$ cat src/rtl/mem_arbiter.sv
// mem_arbiter: two-port round-robin arbiter in front of a single-port
// synchronous memory. Port 0 is instruction fetch and port 1 is load/store.
// Each accepted request runs as one 3-cycle access:
//   gnt pulse (T), memory strobe (T+1), done pulse with read data (T+2).
//
// Ports
//   clk, rst_n                  clock, asynchronous active-low reset
//   pN_req/we/addr/wdata        request from port N; held stable until pN_gnt
//   pN_gnt                      one-cycle pulse, request accepted
//   pN_done                     one-cycle pulse, access complete
//   pN_rdata                    read result, valid with pN_done, held until the
//                               next pN_done (0 after a write)
//   mem_en/we/addr/wdata        memory strobe and command, driven for one cycle
//   mem_rdata                   memory read data, valid the cycle after mem_en
module mem_arbiter #(
  parameter int ADDR_W = 10,
  parameter int DATA_W = 32
) (
  input  logic              clk,
  input  logic              rst_n,
  input  logic              p0_req,
  input  logic              p0_we,
  input  logic [ADDR_W-1:0] p0_addr,
  input  logic [DATA_W-1:0] p0_wdata,
  output logic              p0_gnt,
  output logic              p0_done,
  output logic [DATA_W-1:0] p0_rdata,
  input  logic              p1_req,
  input  logic              p1_we,
  input  logic [ADDR_W-1:0] p1_addr,
  input  logic [DATA_W-1:0] p1_wdata,
  output logic              p1_gnt,
  output logic              p1_done,
  output logic [DATA_W-1:0] p1_rdata,
  output logic              mem_en,
  output logic              mem_we,
  output logic [ADDR_W-1:0] mem_addr,
  output logic [DATA_W-1:0] mem_wdata,
  input  logic [DATA_W-1:0] mem_rdata
);

  typedef enum logic [1:0] {
    IDLE   = 2'd0,
    ACCESS = 2'd1,
    RESP   = 2'd2
  } state_t;

  // All outputs are registered, so each one becomes visible in the cycle after
  // the edge that computed it: the edge leaving IDLE raises gnt, the edge
  // leaving ACCESS raises mem_en, the edge leaving RESP raises done.
  state_t              state_r;
  logic                last_r;     // port granted most recently
  logic                id_r;       // port owning the access in flight
  logic                we_r;
  logic [ADDR_W-1:0]   addr_r;
  logic [DATA_W-1:0]   wdata_r;
  logic                p0_gnt_r;
  logic                p1_gnt_r;
  logic                p0_done_r;
  logic                p1_done_r;
  logic                mem_en_r;
  logic                mem_we_r;
  logic [DATA_W-1:0]   p0_rdata_r;
  logic [DATA_W-1:0]   p1_rdata_r;
  logic                any_req_s;
  logic                sel_s;      // port that wins arbitration this cycle

  // Round-robin pick: a lone requester wins, on contention the other port wins.
  always_comb begin
    any_req_s = p0_req | p1_req;
    if (p0_req && p1_req) begin
      sel_s = ~last_r;
    end else if (p1_req) begin
      sel_s = 1'b1;
    end else begin
      sel_s = 1'b0;
    end
  end

  // Access sequencer with registered grant, strobe, completion and read data.
  always_ff @(posedge clk or negedge rst_n) begin
    if (!rst_n) begin
      state_r    <= IDLE;
      last_r     <= 1'b1;
      id_r       <= 1'b0;
      we_r       <= 1'b0;
      addr_r     <= {ADDR_W{1'b0}};
      wdata_r    <= {DATA_W{1'b0}};
      p0_gnt_r   <= 1'b0;
      p1_gnt_r   <= 1'b0;
      p0_done_r  <= 1'b0;
      p1_done_r  <= 1'b0;
      mem_en_r   <= 1'b0;
      mem_we_r   <= 1'b0;
      p0_rdata_r <= {DATA_W{1'b0}};
      p1_rdata_r <= {DATA_W{1'b0}};
    end else begin
      p0_gnt_r  <= 1'b0;
      p1_gnt_r  <= 1'b0;
      p0_done_r <= 1'b0;
      p1_done_r <= 1'b0;
      // Read data is on mem_rdata during the done cycle; keep it afterwards.
      // we_r still describes the finishing access here even if a new grant
      // lands on this same edge.
      if (p0_done_r) begin
        p0_rdata_r <= we_r ? {DATA_W{1'b0}} : mem_rdata;
      end
      if (p1_done_r) begin
        p1_rdata_r <= we_r ? {DATA_W{1'b0}} : mem_rdata;
      end
      case (state_r)
        IDLE: begin
          if (any_req_s) begin
            state_r <= ACCESS;
            last_r  <= sel_s;
            id_r    <= sel_s;
            if (sel_s) begin
              p1_gnt_r <= 1'b1;
              we_r     <= p1_we;
              addr_r   <= p1_addr;
              wdata_r  <= p1_wdata;
            end else begin
              p0_gnt_r <= 1'b1;
              we_r     <= p0_we;
              addr_r   <= p0_addr;
              wdata_r  <= p0_wdata;
            end
          end
        end
        ACCESS: begin
          mem_en_r <= 1'b1;
          mem_we_r <= we_r;
          state_r  <= RESP;
        end
        RESP: begin
          mem_en_r <= 1'b0;
          mem_we_r <= 1'b0;
          if (id_r) begin
            p1_done_r <= 1'b1;
          end else begin
            p0_done_r <= 1'b1;
          end
          state_r <= IDLE;
        end
        default: begin
          mem_en_r <= 1'b0;
          mem_we_r <= 1'b0;
          state_r  <= IDLE;
        end
      endcase
    end
  end

  assign p0_gnt    = p0_gnt_r;
  assign p1_gnt    = p1_gnt_r;
  assign p0_done   = p0_done_r;
  assign p1_done   = p1_done_r;
  assign mem_en    = mem_en_r;
  assign mem_we    = mem_we_r;
  assign mem_addr  = addr_r;
  assign mem_wdata = wdata_r;

  // The memory returns read data only in the done cycle, so that cycle shows
  // mem_rdata directly; the register holds it from the next cycle on.
  assign p0_rdata = p0_done_r ? (we_r ? {DATA_W{1'b0}} : mem_rdata) : p0_rdata_r;
  assign p1_rdata = p1_done_r ? (we_r ? {DATA_W{1'b0}} : mem_rdata) : p1_rdata_r;

endmodule
$ cat config.mk
export PLATFORM = sky130hd
export DESIGN_NAME = mem_arbiter
export DESIGN_NICKNAME = d
export VERILOG_FILES = /design/src/rtl/mem_arbiter.sv
export SDC_FILE = /design/constraint.sdc
export NUM_CORES = 1
export LEC_CHECK = 0
export ABC_AREA = 1
export CORE_ASPECT_RATIO = 1.1
export CORE_MARGIN = 1
export CORE_UTILIZATION = 30
export CTS_CLUSTER_DIAMETER = 120
export DETAILED_ROUTE_END_ITERATION = 7
export GPL_ROUTABILITY_DRIVEN = 0
export SYNTH_ARGS = -nofsm -noshare
export SYNTH_HDL_FRONTEND = slang
export SYNTH_SLANG_ARGS = --single-unit
$ cat constraint.sdc
create_clock -name clk -period 1.41 [get_ports clk]
set_input_delay 0.423 -clock clk [delete_from_list [all_inputs] [get_ports clk]]
set_output_delay 0.423 -clock clk [all_outputs]
set_load 0.01 [all_outputs]
# Word-level counts from Yosys, hierarchy flattened

Index checks and enable logic that the tools add are counted.

Equality and inequality tests: 3
Mux-type cells: 22
Bitwise logic cells: 2
Reductions and logical operators: 3

Operator list:

| operator                                                               | number |
|---|---|
| 32-bit two-way mux                                                     | 4 |
| 1-bit two-way mux                                                      | 13 |
| 10-bit two-way mux                                                     | 1 |
| 1-bit one-hot mux with 2 select lines                                  | 2 |
| 2-bit one-hot mux with 2 select lines                                  | 1 |
| 2-bit by 1-bit equality test with 1-bit output (second input constant) | 1 |
| 2-bit equality test (second input constant)                            | 1 |
| 2-bit logical NOT                                                      | 1 |
| 2-bit two-way mux                                                      | 1 |
| 2-bit inequality test (second input constant)                          | 1 |
| 2-bit AND reduction                                                    | 1 |
| 1-bit logical AND                                                      | 1 |
| 1-bit inverter                                                         | 1 |
| 1-bit bitwise OR                                                       | 1 |

Flip-flop bits (word level): 117
Input port bits: 122
Word-level logic and storage cells: 44

# Depth between registers and ports, before layout

Depth in word-level cells: 5
Depth in mapped cells: 7
Gate-level depth less buffers: 6

# Least setup slack after synthesis

Ideal clock, no wire load.

Path kind: register to output
From: register p0_done_r, in the netlist p0_done
To: output port p0_rdata[0]
Arrival: 1.034 ns
Slack: -0.047 ns
Stages on the path, launching flop included: 5
Cells stage by stage: dfrtp_1 -> buf_2 -> buf_2 -> nor2_1 -> a21oi_1

Word-level cells in the longest chain between the ends: 1

RTL lines:

| element                | line | RTL |
|---|---|---|
| start, declared        | 59   | `logic p0_done_r;` |
| start signal, assigned | 91   | `p0_done_r <= 1'b0;` |
| start signal, assigned | 100  | `p0_done_r <= 1'b0;` |
| start signal, assigned | 141  | `p0_done_r <= 1'b1;` |
| 32-bit two-way mux     | n/a  |  |
| end, declared          | 27   | `output logic [DATA_W-1:0] p0_rdata,` |

No other way between the ends.

# Worst setup path in the final report

From: register we_r
To: output port p0_rdata[5]

Word-level cells in the longest chain between the ends: 2

RTL lines:

| element                | line | RTL |
|---|---|---|
| start, declared        | 54   | `logic we_r;` |
| start signal, assigned | 119  | `we_r <= p1_we;` |
| start signal, assigned | 124  | `we_r <= p0_we;` |
| 32-bit two-way mux     | 165  | `assign p0_rdata = p0_done_r ? (we_r ? {DATA_W{1'b0}} : mem_rdata) : p0_rdata_r;` |
| 32-bit two-way mux     | n/a  |  |

No other way between the ends.

==> reports/qor.csv <==
stage,metric,value,unit
critical_path,worst_setup_path_start_kind,flop,
power_and_ir_drop,ir_worst_vdd,0.000884,V
detailed_routing,viasPerCell,4.58,
critical_path,critical_path_class,reg -> out,
sta,worstMarginPinSlew,312,ps
layout,nNetsFinal,1059,
sta,hold_violations,0,
layout,diodes,0,
synth,yosys-top-cells-count,"246 x nand2_1, 116 x dfrtp_1, 65 x nor2_1",
sta,finalSetupViolCount,66,
floorplanning,start_util,0.307,
layout,fin_util,0.577,
floorplanning,num_io_pins,234,
critical_path,crit_fanout,6,
synth,synthArstFlopShare,1.00,
synth,synth_top_cell_by_area,dfrtp_1,
sta,finalCriticalPeriod,1980,ps
sta,rsz0062_at_grt,true,
place,dp_cells,1056,
detailed_routing,first_iter_violations,238,
floorplanning,fp-row-count,49,
cts,cts_max_level,4,
cts,clock_latency,400,ps
synth,synth_top_family_by_area,simple AND/OR/NAND/NOR gates,
place,dpl.hpwl,11100,um
place,port_buffers,233,
synth,synth_adder_area_share,0,
synth,netlist_area,5010,um^2
detailed_routing,ant_nets,0,
power_and_ir_drop,power,23.0,mW
synth,synth_ff_type,dfrtp_1,
cts,cts_max_path_buffers,2,
synth,synth-seq-cells,117,
sta,slew_violations,0,
flow_run,max_cap_violations,0,
floorplanning,die-height,137,um
grt,grt_usage,0.192,
synth,muxShareOfSynthArea,0,
cts,clock-sinks,117,
synth,syn_nets,719,
cts,numCtsBuffers,17,
layout,fin_cells,1151,
synth,synth_edf_count,0,
synth,synthSimpleGateAreaFrac,0.295,
critical_path,cp-end-kind,output pin,
synth,synth_top_area_frac,0.580,
floorplanning,die_width,125,um
cts,clkSlewWorstSetupHoldPaths,50,ps
synth,synth_xor_area_frac,0,
detailed_routing,vias,5275,
min_path,hold_class,reg -> reg,
synth,synth_warnings,0,
grt,grt_pass1_wl,25600,um
detailed_routing,first_pass_iters,8,
layout,drive_above_1_share,0.405,
status,violations,"DRC, setup timing",
detailed_routing,drt_wl_total,17500,um
detailed_routing,drc,32,
status,status,"finished, violations left",
grt,grt_max_degree,48,
grt,grt_pass1_vias,5159,
layout,nFillCells,1425,
synth,synth.avg_cell_area,8.39,um^2
critical_path,worstPathArrival,1550,ps
sta,post-route-period-util,1.40,
layout,synthToLayoutAreaGrowth,88.0,%
detailed_routing,wl_per_cell,15.2,um
synth,synth_area_leaders,"dfrtp_1 58%, nand2_1 18%, a21oi_1 6.4%",
floorplanning,design.die.area,17200,um^2
power_and_ir_drop,p_per_area,2440,nW/um^2
floorplanning,core_area,16300,um^2
cts,cts_tree,yes,
synth,synth_cells,597,
sta,fmax,0.506,GHz
sta,slew_headroom,0.792,
sta,worst_clock_skew,6.34,ps
critical_path,worstPathRequired,990,ps
synth,synth.yosys.seq_area_share,0.585,
cts,cts_root_buffer,clkbuf_16,
power_and_ir_drop,power_leakage,4.64,nW
grt,antenna_found_initial,0,
grt,grt_overflow_total,0,
sta,finalHoldWorstSlack,439,ps
synth,synth_compound_area_frac,0.0677,
synth,synthDistinctLibCells,21,
sta,worst_slack,-565,ps
synth,yosysMostFrequentCell,nand2_1,
-- per-stage QoR --
| stage | setup slack [ps] | instance area [um^2] | setup TNS [ps] |
|---|---|---|---|
| after floorplan | -46.5 | 5010 | -2790 |
| after detailed placement | -799 | 7990 | -59220 |
| final | -565 | 9410 | -33450 |
| after CTS | -676 | 8570 | -36550 |
| after global placement | -791 | 7990 | -57880 |
| after global routing | -637 | 9410 | -38310 |
-- placed cells by master, fill, tap and decap left out --
cell / count
nand2_1: 215
clkdlybuf4s50_1: 119
dfrtp_1: 114
buf_4: 99
buf_2: 97
nor2_1: 53
a21oi_2: 44
nand3_1: 44
nand2_4: 27
clkbuf_16: 22
buf_6: 22
a21oi_4: 21
buf_12: 14
inv_1: 8
nor2_4: 7
clkbuf_8: 7
nor2_2: 6
nand2_2: 5
nand3b_1: 3
nand2_8: 2
nor3_1: 2
o21ai_0: 2
clkinv_2: 2
clkbuf_1: 2
dfrtp_2: 2
clkinv_4: 1
nor2_8: 1
inv_4: 1
clkinvlp_4: 1
buf_16: 1
dlygate4sd3_1: 1
dfstp_2: 1
buf_8: 1
-- worst max-delay path: stages, from the launching register on --
cell,delay (ps)
dfrtp_1,400
clkinv_4,140
buf_16,140
buf_6,110
nand2_4,50
a21oi_2,150
buf_2,160
-- flip-flops by register name (all words and copies together) (netlist names) --
signal / count
last_r: 1
mem_we: 1
state_r: 2
we_r: 1
mem_addr: 10
p1_rdata_r: 32
p0_done: 1
p1_done: 1
mem_wdata: 32
mem_en: 1
p0_gnt: 1
p1_gnt: 1
id_r: 1
p0_rdata_r: 32
-- worst paths after layout --
| kind | startpoint | endpoint | slack, ps | cells past startpoint |
|---|---|---|---|---|
| max | we_r$_DFFE_PN0P_ | p0_rdata[5] | -570 | 6 |
| min | id_r$_DFFE_PN0P_ | p0_done$_DFF_PN0_ | 440 | 1 |
| min reg2reg | id_r$_DFFE_PN0P_ | p0_done$_DFF_PN0_ | 440 | 1 |
| max reg2reg | we_r$_DFFE_PN0P_ | p1_rdata_r[26]$_DFF_PN0_ | 10 | 7 |
| max in group asynchronous | rst_n | mem_addr[8]$_DFFE_PN0P_ | 400 | 3 |
| min in group asynchronous | rst_n | mem_wdata[24]$_DFFE_PN0P_ | 450 | 2 |
-- timing repair --
item | CTS | global route
pin swaps | 21 | 58
cloned | 1 | 6
setup buffers | 21 | 37
endpoints found under the hold margin | 17 | 0
hold buffers | 1 | 0
endpoints found under the setup margin | 112 | 66
resized for setup | 493 | 149
-- layout make-up --
| class | count | area [um^2] | share of cell area |
|---|---|---|---|
| Timing Repair Buffer | 359 | 3130 | 0.332 |
| Clock inverter | 3 | 17.5 | 0.00186 |
| Tap cell | 204 | 255 | 0.0271 |
| Sequential cell | 117 | 2930 | 0.311 |
| Clock buffer | 26 | 529 | 0.0562 |
| Inverter | 10 | 45.0 | 0.00479 |
| Multi-Input combinational cell | 432 | 2510 | 0.266 |
-- metal layers --
layer	GRT usage	part of all wire
met3	0.0617	0.081
met1	0.228	0.40
met5	0	0
met2	0.322	0.50
met4	0.0799	0.019
-- power breakdown --
part | switching (mW) | internal (mW)
sequential | 0.750 | 5.02
combinational | 6.65 | 6.62
clock | 1.38 | 2.53
-- logic make-up (layout without fill, tap and decap cells) --
family | after synthesis | after routing
and+or+nand+nor | 365 | 365
AOI/OAI and AO/OA | 67 | 67
buffers and inverters | 48 | 398
DFF | 117 | 117
Power figures use the tool's default switching activity.
